## config.mk

```make
export PLATFORM = sky130hd
export DESIGN_NAME = apu_frame_sequencer
export DESIGN_NICKNAME = d
export VERILOG_FILES = /design/src/rtl/apu_frame_sequencer.sv
export SDC_FILE = /design/constraint.sdc
export NUM_CORES = 1
export LEC_CHECK = 0
export ABC_AREA = 1
export CORE_ASPECT_RATIO = 1.1
export CORE_MARGIN = 2
export CORE_UTILIZATION = 39
export DETAILED_ROUTE_END_ITERATION = 12
export MAX_ROUTING_LAYER = met4
export PLACE_DENSITY = 0.72
export SYNTH_ARGS = -nofsm -noshare
export SYNTH_HDL_FRONTEND = slang
export SYNTH_SLANG_ARGS = --single-unit
```

## constraint.sdc

```tcl
create_clock -name clk -period 1.55 [get_ports clk]
set_input_delay 0.155 -clock clk [delete_from_list [all_inputs] [get_ports clk]]
set_output_delay 0.155 -clock clk [all_outputs]
set_load 0.005 [all_outputs]
```

## src/rtl/apu_frame_sequencer.sv

```systemverilog
// APU frame sequencer: 512 Hz step generator with per-channel
// length counters and volume envelopes.
module apu_frame_sequencer #(
  parameter int CLK_DIV = 24000,
  parameter int NUM_CH  = 4,
  parameter int LEN_W   = 6
) (
  input  logic                    clk,
  input  logic                    reset,
  input  logic                    enable,
  input  logic [NUM_CH-1:0]       trigger,
  input  logic [NUM_CH-1:0]       dont_loop,
  input  logic [NUM_CH*LEN_W-1:0] length_data,
  input  logic [NUM_CH*4-1:0]     init_vol,
  input  logic [NUM_CH-1:0]       env_inc,
  input  logic [NUM_CH*3-1:0]     env_period,
  output logic [2:0]              step,
  output logic                    tick_len,
  output logic                    tick_sweep,
  output logic                    tick_env,
  output logic [NUM_CH-1:0]       on_flag,
  output logic [NUM_CH*4-1:0]     volume
);

  localparam int PW = $clog2(CLK_DIV);
  localparam logic [PW-1:0] DIV_M1 = PW'(CLK_DIV - 1);
  localparam logic [LEN_W:0] LEN_FULL = {1'b1, {LEN_W{1'b0}}};

  logic [PW-1:0] presc;
  logic          wrap;
  logic [2:0]    nxt_step;

  logic [LEN_W:0] len_cnt   [NUM_CH];
  logic [3:0]     env_vol   [NUM_CH];
  logic [2:0]     env_timer [NUM_CH];

  assign wrap     = (presc == DIV_M1);
  assign nxt_step = step + 3'd1;

  always_ff @(posedge clk) begin
    if (reset || !enable) begin
      presc      <= '0;
      step       <= '0;
      tick_len   <= 1'b0;
      tick_sweep <= 1'b0;
      tick_env   <= 1'b0;
    end else begin
      presc      <= wrap ? '0 : presc + 1'b1;
      tick_len   <= wrap && !nxt_step[0];
      tick_sweep <= wrap && (nxt_step[1:0] == 2'b10);
      tick_env   <= wrap && (nxt_step == 3'd7);
      if (wrap)
        step <= nxt_step;
    end
  end

  // A trigger reloads the channel and swallows any tick on that edge.
  always_ff @(posedge clk) begin
    if (reset || !enable) begin
      on_flag <= '0;
      volume  <= '0;
      for (int i = 0; i < NUM_CH; i++) begin
        len_cnt[i]   <= '0;
        env_vol[i]   <= '0;
        env_timer[i] <= '0;
      end
    end else begin
      for (int i = 0; i < NUM_CH; i++) begin
        volume[i*4 +: 4] <= on_flag[i] ? env_vol[i] : 4'd0;
        if (trigger[i]) begin
          on_flag[i]   <= 1'b1;
          len_cnt[i]   <= LEN_FULL - {1'b0, length_data[i*LEN_W +: LEN_W]};
          env_vol[i]   <= init_vol[i*4 +: 4];
          env_timer[i] <= env_period[i*3 +: 3];
        end else begin
          if (tick_len && on_flag[i] && dont_loop[i]) begin
            len_cnt[i] <= len_cnt[i] - 1'b1;
            if (len_cnt[i] == {{LEN_W{1'b0}}, 1'b1})
              on_flag[i] <= 1'b0;
          end
          if (tick_env && (env_period[i*3 +: 3] != 3'd0)) begin
            if (env_timer[i] <= 3'd1) begin
              env_timer[i] <= env_period[i*3 +: 3];
              if (env_inc[i] && (env_vol[i] != 4'd15))
                env_vol[i] <= env_vol[i] + 4'd1;
              else if (!env_inc[i] && (env_vol[i] != 4'd0))
                env_vol[i] <= env_vol[i] - 4'd1;
            end else begin
              env_timer[i] <= env_timer[i] - 3'd1;
            end
          end
        end
      end
    end
  end

endmodule

```

* Word-level counts from Yosys, hierarchy flattened
Memories as Yosys holds them, arrays and structs flattened.
Index checks and enable logic that the tools add are counted.
** Storage, ports and cells
- Bits of input ports :: 67
- Word-level logic and storage cells :: 310
- Bits in writable memories :: 56
- Flip-flop bits (word level) :: 41
- Memories :: 3
** Memories
- len_cnt :: depth 4, bits a word 7, rd ports 4, clocked after memory_dff 0, write ports 4, line 33 : logic [LEN_W:0] len_cnt [NUM_CH];
- env_vol :: depth 4, bits a word 4, rd ports 4, clocked after memory_dff 0, write ports 4, line 34 : logic [3:0] env_vol [NUM_CH];
- env_timer :: depth 4, bits a word 3, rd ports 4, clocked after memory_dff 0, write ports 4, line 35 : logic [2:0] env_timer [NUM_CH];
** Cells by class
- Add/subtract/negate cells :: 22
- Order comparisons :: 4
- Reductions and logical operators :: 55
- Equal/unequal tests :: 11
- Bitwise operators :: 36
- Multiplexer cells :: 166
** Operators with widths (number)
- 2-to-1 mux 1 bit :: 134
- 2-to-1 mux 7 bit :: 8
- 2-to-1 mux 4 bit :: 12
- 2-to-1 mux 3 bit :: 12
- bitwise OR 1 bit :: 32
- equality test 7 x 1 -> 1 bit (second input constant) :: 4
- subtractor 7 x 1 -> 7 bit (second input constant) :: 4
- subtractor 7 x 6 -> 7 bit (first input constant) :: 4
- logical AND 1 bit :: 23
- adder 4 x 1 -> 4 bit (second input constant) :: 4
- inequality test 4 bit (second input constant) :: 4
- nonzero test 2 bit :: 8
- nonzero test 4 bit :: 4
- subtractor 4 x 1 -> 4 bit (second input constant) :: 4
- adder 15 x 1 -> 15 bit (second input constant) :: 1
- equality test 15 bit (second input constant) :: 1
- <= comparator 3 x 1 -> 1 bit (second input constant) :: 4
- nonzero test 3 bit :: 4
- subtractor 3 x 1 -> 3 bit (second input constant) :: 4
- OR reduction 2 bit :: 5
- AND reduction 2 bit :: 4
- zero test 1 bit :: 6
- NOT 1 bit :: 4
- adder 3 x 1 -> 3 bit (second input constant) :: 1
- 3 further kinds :: 3

* Longest topological paths before layout
- Depth after elaboration :: 10
- Depth in mapped cells :: 10
- Gate-level depth less buffers :: 10

* Worst setup path before layout
Ideal clock, no wire load.
- Path type :: register to register
- Start point :: mem env_timer[3][1]
- End point :: mem env_vol[3][0], enable pin
- Period minus slack after synthesis :: 1.602 ns
- Setup slack :: -0.052 ns
- Buffers on the path :: 0
- Library setup time :: 0.307 ns
- Stages on the path, launching flop included :: 8
- Arrival :: 1.295 ns
- Cell sequence :: edfxtp_1 -> inv_1 -> ha_1 -> o21bai_1 -> nand2_1 -> nor3_1 -> o21ai_0 -> nand2_1
** RTL lines (line)
- start: declaration :: 35
- end: declaration :: 34

==> impl_metrics.ini <==
[drt]
detailedRoute.firstPassIterationCount = 5
route.vias.total = 5998
drt_iter0_markers = 251
detailed_route_vias_per_instance = 4.84
drt-total-wl_um = 15600
ant_nets = 0
drc = 0
post_drt_wl_per_cell_um = 12.6

[timing]
slew_headroom = 0.745
max_freq_ghz = 0.595
final_total_negative_setup_slack_ns = -1.61
grt_setup_unrepaired = true
final_min_period_over_clock_period = 1.08
clock-skew-final_ns = 0.00679
smallest_setup_slack_after_layout_ns = -0.131
finalHoldViolations = 0
setup_violations = 31
slew_viol_final = 0
finalCriticalPeriod_ns = 1.68
worst_slew_pin_slew_ns = 0.379

[logic_synthesis]
yosys_register_bits = 97
number_of_cells_produced_by_synthesis = 804
synth_sequential_area_ratio = 0.409
synth_fp_nets = 903
yosys.area.top_type = sky130_fd_sc_hd__edfxtp_1
yosys.area_share.simple = 0.301
synth_cell_types = 40
synth_flop_cell = sky130_fd_sc_hd__edfxtp_1
yosys-mux-area-fraction = 0.00163
ys_top_cells_by_area = sky130_fd_sc_hd__edfxtp_1, sky130_fd_sc_hd__dfxtp_1, sky130_fd_sc_hd__nand2_1
synthArstFlopShare = 0
synth.top_cell.area_share = 0.275
yosys.cell_count.top_type = sky130_fd_sc_hd__nand2_1
synth_compound_gate_area_share = 0.0762
synth.cells.most_frequent = sky130_fd_sc_hd__nand2_1, sky130_fd_sc_hd__inv_1, sky130_fd_sc_hd__nor2_1, sky130_fd_sc_hd__nand3_1, sky130_fd_sc_hd__edfxtp_1
synthesis.yosys.warnings = 0
number_of_enable_flip_flop_cells_after_synthesis = 56
adder_and_majority_cell_fraction_of_the_synthesized_area = 0.0654
avgSynthCellArea_um2 = 7.61
synth_xor_area_frac = 0.0601
syn_area_um2 = 6120
synth_top_family_by_area = simple AND/OR/NAND/NOR gates

[critical_path]
reg2regPathDepth = 9
arrival_ns = 1.78
timing.setup.critical_path_class = flip-flop to flip-flop
end_kind = flip-flop
most_common_cell_type_on_the_critical_path = sky130_fd_sc_hd__nor2_1
worstPathCellList = ha_4 > o21bai_1 > nand2_1 > nor2_1 > nand2_2 > nand3_2 > buf_6 > o21ai_2 > nor2_1
rrSetupSlack_ns = -0.13
worst_endpoint_required_time_ns = 1.65
worstSetupStartpointType = flip-flop
crit_family = simple AND/OR/NAND/NOR gates
timing.critical_path.fanout_max = 4
worst_r2r_endpoint = env_vol[1][2]
crit_buf_inv = 1
beginning_of_the_worst_register_to_register_path = env_timer[1][0]
cpMaxStageDelayCell = sky130_fd_sc_hd__edfxtp_1
cpPeakStageDelay_ns = 0.44

[final_layout]
layout.filler_cells = 1349
final_net_count = 1133
non_filler_cells_final = 1239
post_route_cells_drive_above_1_share = 0.258
syn2layout_area_growth_pct = 47.0
antennaDiodeCount = 0

[floorplanning]
die_height_um = 135
floorplan_die_area_um2 = 16700
die_w_um = 123
core_area_um2 = 15600
start_util = 0.394
placement_rows = 48
io_pins = 93

[pwr]
power-per-cell-area_nw_per_um2 = 718
power_leakage_nw = 4.06
totalPowerFinal_mw = 6.46
power.ir.vdd_worst_v = 0.000505

[clock_network]
clk_pin_slew_worst_paths_ns = 0.07
clock_tree.buffer_depth = 2
h-tree-depth = 3
clk_sink_count = 97
cts_hold_buffers = 0
clock_tree_from_tritoncts = built
clock_latency_of_the_later_clocked_register_in_the_worst_skew_pair_ns = 0.35
cts_made_buffers = 9
cts.root.buffer_cell = sky130_fd_sc_hd__clkbuf_16

[hold_path]
worstHoldPathType = flip-flop to flip-flop
holdCritStartpoint = presc[0]
holdPathStages = 1
min_delay_worst_endpoint = presc[0]

[place]
port_buffer_count = 92
place.gp.congestion = 0.918
hpwl_um = 11500
pre_cts_setup_slack_ns = -0.389
dp.cells = 1197

[global_route]
vias_in_the_first_global_route = 5624
gr_ovfl_total = 0
grt_start_max_net_pins = 17
grt_first_pass_wirelength_um = 24300
groute.usage.overall = 0.188
initial_antenna_violation_count = 0

[status]
outcome = finished, violations left
violations = negative setup slack

[job]
max_cap_viol_count = 0
[flip-flops by register name, indices dropped and copies added (netlist names)]
register and flops:
step 3, presc 15, env_timer 12, volume 16
env_vol 16, on_flag 4, tick_sweep 1, tick_env 1
tick_len 1, len_cnt 28
[worst max-delay path by stage]
stage / startpoint / end / slack, ns / depth (start not counted)
after floorplan: env_vol[1][0] / env_vol[1][0] / -0.02 / 8
after global placement: enable / env_vol[2][0] / -0.35 / 10
after detailed placement: enable / env_vol[2][0] / -0.39 / 10
after CTS: env_timer[2][0] / env_vol[2][2] / -0.05 / 9
after global routing: env_timer[1][0] / env_vol[1][2] / -0.20 / 9
final: env_timer[1][0] / env_vol[1][2] / -0.13 / 9
[cell families after synthesis]
| family | count (synthesis) |
|---|---|
| AOI/OAI and AO/OA | 86 |
| xor gates and xnor gates | 42 |
| adders and majority gates | 32 |
| buffers and inverters | 136 |
| DFF | 97 |
| muxes | 1 |
| and+or+nand+nor | 410 |
[per-layer routing]
| layer | GRT usage | part of all wire |
|---|---|---|
| met2 | 0.319 | 0.50 |
| met5 | - | 0 |
| met3 | 0.0248 | 0.041 |
| met1 | 0.223 | 0.43 |
| met4 | 0.0751 | 0.023 |
[placed cells by master (no fill, tap or decap), types with 8 or more instances in the layout]
cell type | netlist | routed
sky130_fd_sc_hd__inv_2 | 3 | 19
sky130_fd_sc_hd__buf_4 | 2 | 119
sky130_fd_sc_hd__nand2_1 | 165 | 142
sky130_fd_sc_hd__a21oi_1 | 39 | 31
sky130_fd_sc_hd__nor2_1 | 105 | 95
sky130_fd_sc_hd__ha_1 | 32 | 21
sky130_fd_sc_hd__clkdlybuf4s50_1 | 0 | 89
sky130_fd_sc_hd__a21oi_2 | 0 | 8
sky130_fd_sc_hd__inv_1 | 123 | 105
sky130_fd_sc_hd__xor2_1 | 32 | 32
sky130_fd_sc_hd__nand2_2 | 3 | 22
sky130_fd_sc_hd__clkbuf_16 | 0 | 12
sky130_fd_sc_hd__edfxtp_1 | 56 | 56
sky130_fd_sc_hd__nor2_2 | 8 | 14
sky130_fd_sc_hd__dfxtp_1 | 41 | 37
sky130_fd_sc_hd__o22ai_1 | 8 | 8
sky130_fd_sc_hd__buf_6 | 1 | 13
sky130_fd_sc_hd__o21ai_0 | 25 | 19
sky130_fd_sc_hd__xnor2_1 | 10 | 10
sky130_fd_sc_hd__nor3_1 | 16 | 14
sky130_fd_sc_hd__nand3_2 | 6 | 11
sky130_fd_sc_hd__nand3_1 | 77 | 72
sky130_fd_sc_hd__nand4_1 | 14 | 14
[repair_timing]
item | CTS | global route
resized for setup | 39 | 89
setup endpoints to repair | 51 | 70
buffers inserted | 11 | 15
gates cloned | 0 | 1
pin swaps | 15 | 38
[per-stage QoR]
step | area [um2] | utilization | hold WS [ns]
final | 9000 | 0.579 | 0.424
after global routing | 9000 | 0.579 | 0.432
after CTS | 8580 | 0.552 | 0.456
after detailed placement | 8110 | 0.521 | 0.441
after global placement | 8110 | 0.521 | 0.431
after floorplan | 6130 | - | 0.341
[cell type report]
class	count	area [um2]	share of cell area
timing repair buffer	228	2050	0.228
multi-input combinational	571	3400	0.378
sequential	97	2510	0.279
clock inverter	5	31.3	0.00347
clock buffer	11	275	0.0306
inverter	127	483	0.0536
tap	200	250	0.0278
[power by group]
part	total (mW)	internal [mW]	switching (mW)
Sequential	2.91	2.83	0.0845
Combinational	1.24	0.643	0.595
Clock	2.32	1.29	1.03
No activity file was read; power rests on OpenSTA's default activity.
